`src/rtl/mc_ctrl.sv`:
```
// mc_ctrl: multi-cycle RV32I control sequencer.
// Fetch, decode, exec, mem, writeback; owns PC and IR.
module mc_ctrl #(
  parameter logic [31:0] RESET_PC       = 32'h0000_0000,
  parameter int unsigned TIMEOUT_CYCLES = 16
) (
  input  logic        i_clk,
  input  logic        i_rst_n,
  output logic [31:0] o_pc,
  output logic        o_imem_req,
  input  logic        i_imem_valid,
  input  logic [31:0] i_imem_rdata,
  output logic [31:0] o_inst,
  output logic [5:0]  o_format,
  output logic        o_dmem_req,
  output logic        o_dmem_we,
  input  logic        i_dmem_valid,
  input  logic [31:0] i_next_pc,
  output logic        o_rd_we,
  output logic        o_retire,
  output logic        o_halt,
  output logic        o_trap,
  output logic [1:0]  o_trap_cause
);

  typedef enum logic [2:0] {
    S_FETCH, S_DECODE, S_EXEC, S_MEM,
    S_WB, S_HALT, S_TRAP
  } state_t;

  localparam int CW = $clog2(TIMEOUT_CYCLES + 2);
  localparam logic [CW-1:0] ONE = 1;

  localparam logic [6:0] OP_R    = 7'b0110011;
  localparam logic [6:0] OP_IMM  = 7'b0010011;
  localparam logic [6:0] OP_LOAD = 7'b0000011;
  localparam logic [6:0] OP_JALR = 7'b1100111;
  localparam logic [6:0] OP_FENC = 7'b0001111;
  localparam logic [6:0] OP_ST   = 7'b0100011;
  localparam logic [6:0] OP_BR   = 7'b1100011;
  localparam logic [6:0] OP_LUI  = 7'b0110111;
  localparam logic [6:0] OP_AUI  = 7'b0010111;
  localparam logic [6:0] OP_JAL  = 7'b1101111;
  localparam logic [6:0] OP_SYS  = 7'b1110011;

  state_t        state;
  state_t        next;
  logic [CW-1:0] cnt;
  logic [5:0]    dec_fmt;
  logic          dec_halt;
  logic          dec_ill;
  logic          waiting;
  logic          expired;
  logic          aligned;
  logic          is_load;
  logic          is_store;
  logic [1:0]    cause;
  logic [6:0]    op;

  assign op       = o_inst[6:0];
  assign is_load  = (op == OP_LOAD);
  assign is_store = (op == OP_ST);
  assign aligned  = (i_next_pc[1:0] == 2'b00);

  assign waiting =
    ((state == S_FETCH) && !i_imem_valid) ||
    ((state == S_MEM) && !i_dmem_valid);

  assign expired = (TIMEOUT_CYCLES != 0) && waiting &&
    ((32'(cnt) + 32'd1) >= TIMEOUT_CYCLES);

  // Opcode classification into the one-hot format vector
  always_comb begin
    dec_fmt  = 6'b000000;
    dec_halt = 1'b0;
    dec_ill  = 1'b0;
    unique case (1'b1)
      op == OP_R:    dec_fmt = 6'b000001;
      op == OP_IMM,
      op == OP_LOAD,
      op == OP_JALR,
      op == OP_FENC: dec_fmt = 6'b000010;
      op == OP_ST:   dec_fmt = 6'b000100;
      op == OP_BR:   dec_fmt = 6'b001000;
      op == OP_LUI,
      op == OP_AUI:  dec_fmt = 6'b010000;
      op == OP_JAL:  dec_fmt = 6'b100000;
      op == OP_SYS:  dec_halt = 1'b1;
      default:       dec_ill = 1'b1;
    endcase
  end

  // State register
  always_ff @(posedge i_clk or negedge i_rst_n) begin
    if (!i_rst_n) state <= S_FETCH;
    else          state <= next;
  end

  // Next-state logic
  always_comb begin
    next  = state;
    cause = 2'd0;
    unique case (state)
      S_FETCH: begin
        cause = 2'd1;
        if (i_imem_valid) next = S_DECODE;
        else if (expired) next = S_TRAP;
      end
      S_DECODE: begin
        cause = 2'd0;
        if (dec_halt)     next = S_HALT;
        else if (dec_ill) next = S_TRAP;
        else              next = S_EXEC;
      end
      S_EXEC: begin
        if (is_load || is_store) next = S_MEM;
        else                     next = S_WB;
      end
      S_MEM: begin
        cause = 2'd2;
        if (i_dmem_valid) next = S_WB;
        else if (expired) next = S_TRAP;
      end
      S_WB: begin
        cause = 2'd3;
        if (aligned) next = S_FETCH;
        else         next = S_TRAP;
      end
      default: next = state;
    endcase
  end

  // Moore strobes; WB commit also qualified by PC alignment
  always_comb begin
    o_imem_req = (state == S_FETCH);
    o_dmem_req = (state == S_MEM);
    o_dmem_we  = (state == S_MEM) && is_store;
    o_retire   = (state == S_WB) && aligned;
    o_rd_we    = (state == S_WB) && aligned &&
                 (o_format[0] || o_format[1] ||
                  o_format[4] || o_format[5]);
  end

  // Wait counter: runs only while stalled on a request
  always_ff @(posedge i_clk or negedge i_rst_n) begin
    if (!i_rst_n)        cnt <= '0;
    else if (!waiting)   cnt <= '0;
    else if (cnt != '1)  cnt <= cnt + ONE;
  end

  // PC, instruction and format registers
  always_ff @(posedge i_clk or negedge i_rst_n) begin
    if (!i_rst_n) begin
      o_pc     <= RESET_PC;
      o_inst   <= '0;
      o_format <= '0;
    end else begin
      if (state == S_FETCH && i_imem_valid)
        o_inst <= i_imem_rdata;
      if (state == S_DECODE)
        o_format <= dec_fmt;
      if (state == S_WB && aligned)
        o_pc <= i_next_pc;
    end
  end

  // Sticky halt / trap flags and trap cause
  always_ff @(posedge i_clk or negedge i_rst_n) begin
    if (!i_rst_n) begin
      o_halt       <= 1'b0;
      o_trap       <= 1'b0;
      o_trap_cause <= 2'd0;
    end else begin
      if (next == S_HALT && state != S_HALT)
        o_halt <= 1'b1;
      if (next == S_TRAP && state != S_TRAP) begin
        o_trap       <= 1'b1;
        o_trap_cause <= cause;
      end
    end
  end

endmodule

```
`config.mk`:
```
export PLATFORM = sky130hd
export DESIGN_NAME = mc_ctrl
export DESIGN_NICKNAME = d
export VERILOG_FILES = /design/src/rtl/mc_ctrl.sv
export SDC_FILE = /design/constraint.sdc
export NUM_CORES = 1
export LEC_CHECK = 0
export CAP_MARGIN = 20
export CORE_MARGIN = 2
export CORE_UTILIZATION = 46
export CTS_CLUSTER_DIAMETER = 50
export CTS_CLUSTER_SIZE = 14
export DETAILED_ROUTE_END_ITERATION = 7
export GPL_ROUTABILITY_DRIVEN = 1
export GPL_TIMING_DRIVEN = 0
export MAX_ROUTING_LAYER = met4
export PLACE_DENSITY = 0.95
export SYNTH_ARGS = -nofsm -noshare
export SYNTH_HDL_FRONTEND = slang
export SYNTH_SLANG_ARGS = --single-unit
export TNS_END_PERCENT = 50
```
`constraint.sdc`:
```
create_clock -name i_clk -period 5 [get_ports i_clk]
set_clock_uncertainty 0.05 [all_clocks]
set_input_delay 0.5 -clock i_clk [delete_from_list [all_inputs] [get_ports i_clk]]
set_output_delay 0.5 -clock i_clk [all_outputs]
set_load 0.005 [all_outputs]
```
---- Word-level counts from Yosys, hierarchy flattened ----
Index checks and enable logic that the tools add are counted.
word-level totals
  register bits ........................... 82
  output and inout port bits .............. 79
  word-level logic and storage cells ...... 66
operators by class
  add/sub/neg operators ................... 2
  order comparisons ....................... 1
  eq/ne operators ......................... 21
  multiplexer cells ....................... 13
  reduce and logical (&&, ||, !) cells .... 21
operators by type and width
  cell                                                                    number
  6-bit one-hot mux with 6 select lines                                   1
  7-bit equality test (second input constant)                             4
  7-bit by 6-bit equality test with 1-bit output (second input constant)  3
  3-bit 2-to-1 mux                                                        7
  3-bit one-hot mux with 5 select lines                                   1
  7-bit by 5-bit equality test with 1-bit output (second input constant)  2
  11-bit OR reduction                                                     1
  5-bit 2-to-1 mux                                                        2
  3-bit equality test (second input constant)                             3
  1-bit logical AND                                                       9
  7-bit by 2-bit equality test with 1-bit output (second input constant)  1
  7-bit by 4-bit equality test with 1-bit output (second input constant)  1
  5-bit by 1-bit adder with 6-bit output (second input constant)          1
  3-bit by 2-bit equality test with 1-bit output (second input constant)  2
  6-bit by 5-bit >= comparator with 1-bit output (second input constant)  1
  3-bit inequality test (second input constant)                           2
  2-bit one-hot mux with 3 select lines                                   1
  5-bit by 1-bit adder with 5-bit output (second input constant)          1
  1-bit logical OR                                                        5
  5-bit inequality test (second input constant)                           1
  4-bit OR reduction                                                      1
  3-bit by 1-bit equality test with 1-bit output (second input constant)  1
  3-bit logical NOT                                                       1
  1-bit logical NOT                                                       2
  4 further kinds                                                         4

---- Longest topological paths before layout ----
Gate-level depths: netlist of run 1.
  depth in word-level cells ............... 9
  gate-level depth with buffers ........... 8

---- Least setup slack after synthesis of run 1 ----
No wires, ideal clock.
  path kind ............................... reg-to-reg
  start point ............................. register cnt[0]
  end point ............................... register o_trap_cause[0]
  library setup time ...................... 118 ps
  data arrival time ....................... 1865 ps
  path slack .............................. 2966 ps
  cell stages (with the launch flop) ...... 9
  buffers on the path ..................... 0
  clock period less this slack ............ 2034 ps
  cell sequence ........................... dfrtp_1 ha_1 and3_1 ha_1 a311oi_1 o211a_2 a211oi_4 o21ai_2 o2bb2ai_2
between the ends
  longest elaborated chain between the ends .. 8
  elaborated cells between the ends (all ways) .. 9
RTL lines
  item                                              line      text
  start, declared                                   48        logic [CW-1:0] cnt;
  start signal, assigned                            148       else if (cnt != '1) cnt <= cnt + ONE;
  5-bit by 1-bit adder with 6-bit output *          70        ((32'(cnt) + 32'd1) >= TIMEOUT_CYCLES);
  6-bit by 5-bit >= comparator with 1-bit output *  70
  1-bit logical AND *                               69        assign expired = (TIMEOUT_CYCLES != 0) && waiting &&
  3-bit 2-to-1 mux *                                107, 122
  3-bit 2-to-1 mux, on equally long branches        121, 106
  3-bit one-hot mux with 5 select lines *           103       unique case (state)
  3-bit equality test *                             176       if (next == S_TRAP && state != S_TRAP) begin
  1-bit logical AND *                               176
  end signal, assigned                              178       o_trap_cause <= cause;
  end, declared                                     23        output logic [1:0] o_trap_cause
Mark *: on every way between the ends. The rest lies on a longest branch, timed or not.
A chain may end at the register's enable or synchronous reset.

---- Final worst setup path of run 1 ----
  start point ............................. register state[0]
  end point ............................... output o_rd_we
between the ends
  longest elaborated chain between the ends .. 3
RTL lines
  item                            line  text
  start, declared                 46    state_t state;
  start signal, assigned          96    else state <= next;
  3-bit equality test             139   o_rd_we = (state == S_WB) && aligned &&
  1-bit logical AND (2 in a row)  139
  end, declared                   19    output logic o_rd_we,
Every way passes these cells.

==> results.toml, run 1 <==
[synth]
synth_edf_count = 0
synth_top_cells_by_area = "dfrtp_1 57%, nand2_1 11%, mux2_2 9.4%"
syn_nets = 396
yosysSeqAreaShare_pct = 57.0
synth_area_per_cell_um2 = 11.0
yosys.area.top_type = "dfrtp_1"
ys_ff_latch = 82
async_flop_share_pct = 100
synth_top_cell_area_share_pct = 57.0
synth_warnings = 0
synth_ff_type = "dfrtp_1"
ys_types = 51
syn_area_um2 = 3600
syn_inst = 326

[place]
port-buffer-count = 146
dp_hpwl_um = 6860
place_area_um2 = 5210
gp_congestion = 0.855

[power_and_ir_drop]
p_comb_share_pct = 9.8
clockPowerShare_pct = 35.7
sequentialPowerShare_pct = 54.5
p_per_area_nw_per_um2 = 233
internal-power_uw = 969
vdd_ir_drop_max_v = 0.000171
leakage_uw = 0.00249
p_sw_share_pct = 22.9
power_switching_uw = 288

[floorplan]
io_pins = 147
dieWidth_um = 92.5
core_area_um2 = 7650
die_h_um = 92.5
die_area_um2 = 8550
start_util_pct = 47.1
rows = 32

[sta]
setup_viol = 0
slew-limit-headroom_pct = 61.2
slew_viol_final = 0
rsz0062_at_grt = "no"
max_freq_ghz = 0.338
setup_tns_ps = 0
post-route-period-util_pct = 59.2
hold_violations = 0
fin_crit_ps = 2960
worst_slew_pin_slew_ps = 579

[global_routing]
gr-total-overflow = 0
antenna_found_initial = 0
grt_pass1_wl_um = 14900
grt_max_degree = 46
grt_pass1_vias = 3043
grtUsageTotal_pct = 22.8

[clocking]
postCtsResizedCells = 0
postCtsSetupBuffers = 0
cts_tree = "yes"
cts_buffers = 9
h-tree-depth = 3
clkTransAtPathRegs_ps = 90
hold_buffers = 0
clk_latency_ps = 340
clockRootBuffer = "clkbuf_8"
clockBufferDepth = 2
clock-sinks = 82

[setup_path]
critPathKind = "reg2out"
worst_r2r_endpoint = "o_trap_cause[0]"
reg2reg_from = "cnt[0]"
required_ps = 4450
cp_max_fo = 10
r2r_cells = 8
worst-r2r-setup-slack_ps = 2820
endpoint_kind = "output port"
worst_ep_arrival_time_ps = 2410
start_kind = "register"

[route]
wl_per_cell_um = 15.2
vias = 2904
drt_pre_antenna_iters = 4
viasPerCell = 4.91
drt_iter0_drc = 173
drcViolationCount = 0
totalWireLength_um = 9010
ant_nets = 0

[cells_and_area]
layout_commonest_cell = "clkdlybuf4s50_1"
area.growth.synth_to_final_pct = 49.9
fin_area_um2 = 5400
final_cell_mix = "145 x clkdlybuf4s50_1, 105 x nand2_1, 82 x dfrtp_1, 30 x mux2_2, 11 x clkbuf_8"
insertedDiodeCount = 0
layout.nets = 554
drive_above_1_share_pct = 15.3

[job]
maxCapViolations = 0

[run_status]
status = "finished, final reports clean"

[min_path]
hold_class = "in2async"
power by group through the flow:
stage | registers (µW) | logic [µW] | clock network, µW
after global routing | 687 | 133 | 486
after detailed placement | 698 | 125 | 0
after global placement | 698 | 120 | 0
final | 685 | 124 | 449
after floorplan | 699 | 23.5 | 0
after CTS | 685 | 126 | 460
worst max-delay path by stage:
stage / startpoint / to / slack (ps) / cells past startpoint
global placement: i_rst_n / o_pc[31] / 600 / 1
CTS: state[0] / o_rd_we / 2000 / 6
global route: state[0] / o_rd_we / 1830 / 6
finish: state[0] / o_rd_we / 2040 / 6
floorplan: cnt[0] / o_trap_cause[0] / 2970 / 8
detailed placement: i_next_pc[1] / o_rd_we / 2060 / 6
critical path, cell delays in order (launching register included):
cell and delay, ps:
dfrtp_1 400, buf_6 150, nor4_1 340, nand2_1 240, clkbuf_1 270, nor2_1 160
clkdlybuf4s50_1 520
metal layers:
metal / vias to the layer above / wire, µm / GRT usage, %
met4: 0 / 181 / 8.08
met5: - / 0 / -
met3: 15 / 375 / 3.50
li1: 1406 / - / -
met1: 1393 / 3660 / 28.7
met2: 90 / 4790 / 37.8
sequential cells by signal (all words and copies together), names as in the netlist:
name          cells
o_format          6
cnt               5
o_pc             32
o_inst           32
state             3
o_halt            1
o_trap_cause      2
o_trap            1
area by class of cell:
cell class              count  area (µm²)
inverters                   6        22.5
fillers                   541        2250
clock buffers              11         151
multi-input cells         221        1430
plain buffers              17         103
well taps                 102         128
repair buffers            147        1480
flip-flops and latches     82        2050
clock inverters             5        38.8
cells by family (layout without fill, tap and decap cells):
family                     count (synthesis)  count (layout)  share of synthesized area [%]
AOI/OAI and AO/OA                         28              28                           6.70
and+or+nand+nor                          156             156                           21.5
buffers and inverters                     23             186                           3.47
adders and majority gates                  2               2                          0.695
xor gates and xnor gates                   3               3                          0.730
DFF                                       82              82                           57.0
muxes                                     32              32                           9.93
cell usage after synthesis, drive strengths merged, types with 2 or more instances:
library cell / number
nand2: 106
dfrtp: 82
mux2: 30
buf: 11
nor2: 10
o21ai: 7
clkbuf: 6
inv: 6
and3: 5
nor2b: 5
nor3: 5
nand2b: 4
nand3: 4
nor4: 4
o31ai: 4
or2: 3
a21oi: 2
and2: 2
ha: 2
mux2i: 2
nor3b: 2
o41ai: 2
xnor2: 2
metrics by stage:
step	hold slack, ps	utilization, %	power [µW]	cells	setup slack (ps)
CTS	61.9	70.6	1270	591	2000
finish	58.1	70.6	1260	591	2040
floorplan	154	-	722	326	2970
global placement	400	67.9	818	574	599
global route	79.4	70.6	1310	591	1830
detailed placement	402	68.1	823	575	2060
No activity file was read; power rests on OpenSTA's default activity.
==> inputs of run 2 (changes only) <==
- CORE_UTILIZATION: 46 -> 39
- PLACE_DENSITY: 0.95 -> 0.88
- clock period: 5 -> 2.5 ns (I/O delays scaled with it)
==> run 2 against run 1 <==
Flip-flop and latch count is the same. Highest routed layer unchanged. Largest cell class unchanged. Critical path type unchanged. Cell area is 1.1% higher. Largest power group unchanged. Clock power increased by 98%. Global-route usage down 3.6 points.
==> results.toml, run 2 (same netlist as run 1, synthesis figures left out) <==
[global_routing]
antenna_found_initial = 0
grtUsageTotal_pct = 19.2
gr-total-overflow = 0
grt_pass1_vias = 3165
grt_max_degree = 65
grt_pass1_wl_um = 14800

[place]
gp_congestion = 0.824
dpl_worst_slack_ps = -103
placed_cells = 584
port-buffer-count = 146
dp_hpwl_um = 6790

[sta]
max_freq_ghz = 0.414
rsz0062_at_grt = "no"
fin_crit_ps = 2410
hold_violations = 0
setup_tns_ps = 0
setup_viol = 0
slew_viol_final = 0
setup_ws_ps = 87.2
worst_slew_pin_slew_ps = 677
whs_ps = 269
slew-limit-headroom_pct = 54.7
post-route-period-util_pct = 96.5

[floorplan]
die_h_um = 100
dieWidth_um = 100
core_area_um2 = 9110
die_area_um2 = 10000
rows = 35
io_pins = 147
start_util_pct = 39.5

[setup_path]
critPathKind = "reg2out"
endpoint_kind = "output port"
cp_cell_sequence = "buf_6, nor2b_1, nand2_2, nor4_1, clkdlybuf4s50_1"
worst_ep_arrival_time_ps = 2110
cp_max_fo = 10
start_kind = "register"
required_ps = 2200
cp_slowest_stage_delay_ps = 550
critPathSlowestCell = "clkdlybuf4s50_1"

[clocking]
clkTransAtPathRegs_ps = 90
cts_tree = "yes"
clockRootBuffer = "clkbuf_8"
h-tree-depth = 3
clockBufferDepth = 2
clk_latency_ps = 350
clock-sinks = 82
cts_buffers = 9

[cells_and_area]
drive_above_1_share_pct = 16.9
insertedDiodeCount = 0
fillCellCount = 755
final_cell_mix = "144 x clkdlybuf4s50_1, 103 x nand2_1, 81 x dfrtp_1, 30 x mux2_2, 10 x nor2_1"
area.growth.synth_to_final_pct = 51.5
layout_commonest_cell = "clkdlybuf4s50_1"
layout.nets = 557
finalNonFillerCells = 603
reg_top3 = "o_inst: 32 flops, o_pc: 32 flops, o_format: 6 flops"

[power_and_ir_drop]
leakage_uw = 0.00251
vdd_ir_drop_max_v = 0.000307
p_per_area_nw_per_um2 = 460

[min_path]
hold_class = "in2async"

[route]
drcViolationCount = 0
vias = 2982
viasPerCell = 4.95
drt_pre_antenna_iters = 4
wl_per_cell_um = 15.3
drt_iter0_drc = 135
ant_nets = 0
totalWireLength_um = 9250

[job]
maxCapViolations = 0

[run_status]
status = "finished, final reports clean"
run 2: cell types whose count changed in the layout (fill, tap and decap cells not counted), sizes merged:
cell	previous run	this run
buf	13	15
inv	6	9
clkinvlp	1	2
dlygate4sd3	0	1
dlygate4sd2	0	1
clkbuf	17	15
clkdlybuf4s50	145	144
clkinv	4	2
run 2: timing repair:
action                     in CTS  in global routing
setup endpoints to repair       2                  2
resized for setup               8                  3
setup buffers                   1                  1
pin swaps                       1                  2
hold endpoints to repair       18                  0
hold buffers                    1                  0
run 2: layout make-up:
type	count	area [µm²]	area share (%)
Inverter	6	22.5	0.413
Multi-Input combinational cell	221	1450	26.5
Sequential cell	82	2050	37.6
Clock buffer	9	124	2.27
Tap cell	111	139	2.54
Buffer	17	113	2.06
Clock inverter	7	51.3	0.940
Timing Repair Buffer	150	1510	27.7
run 2: where the power goes:
part	total, µW	leakage [µW]	internal [µW]	switching, µW
sequential	1370	0.00109	1350	18.6
clock	887	0.0000864	368	518
combinational	251	0.00133	171	80.3
run 2: worst paths after layout:
path                               startpoint         endpoint  slack, ps  depth (start not counted)
worst max-delay path                 state[2]        o_dmem_we         90                          5
worst min-delay path                  i_rst_n       o_inst[10]        270                          2
worst max register to register         cnt[0]  o_trap_cause[0]        320                          8
worst min register to register         o_halt           o_halt        430                          1
max in group asynchronous             i_rst_n       o_inst[16]       1500                          3
min in group i_clk              i_next_pc[25]         o_pc[25]        370                          3
run 2: metrics by stage:
| step | utilization (%) | area [µm²] | power [µW] |
|---|---|---|---|
| final | 59.9 | 5460 | 2510 |
| after global routing | 59.9 | 5460 | 2620 |
| after CTS | 59.8 | 5440 | 2540 |
| after detailed placement | 57.4 | 5230 | 1650 |
| after global placement | 57.1 | 5200 | 1640 |
| after floorplan | - | 3600 | 1440 |
run 2: worst max-delay path: cells and delay by family, from the launching register on:
family	cells	cell delay, ps
buffers and inverters	2	720
flip-flops	1	440
AND/OR/NAND/NOR	3	610
run 2: per-layer routing:
metal  up-vias  GRT usage (%)  share of wire (%)
met5         -              -                  0
li1       1420              -                  -
met3        11           3.69                5.0
met4         0           7.06                1.4
met1      1456           23.4                 42
met2        95           32.1                 51
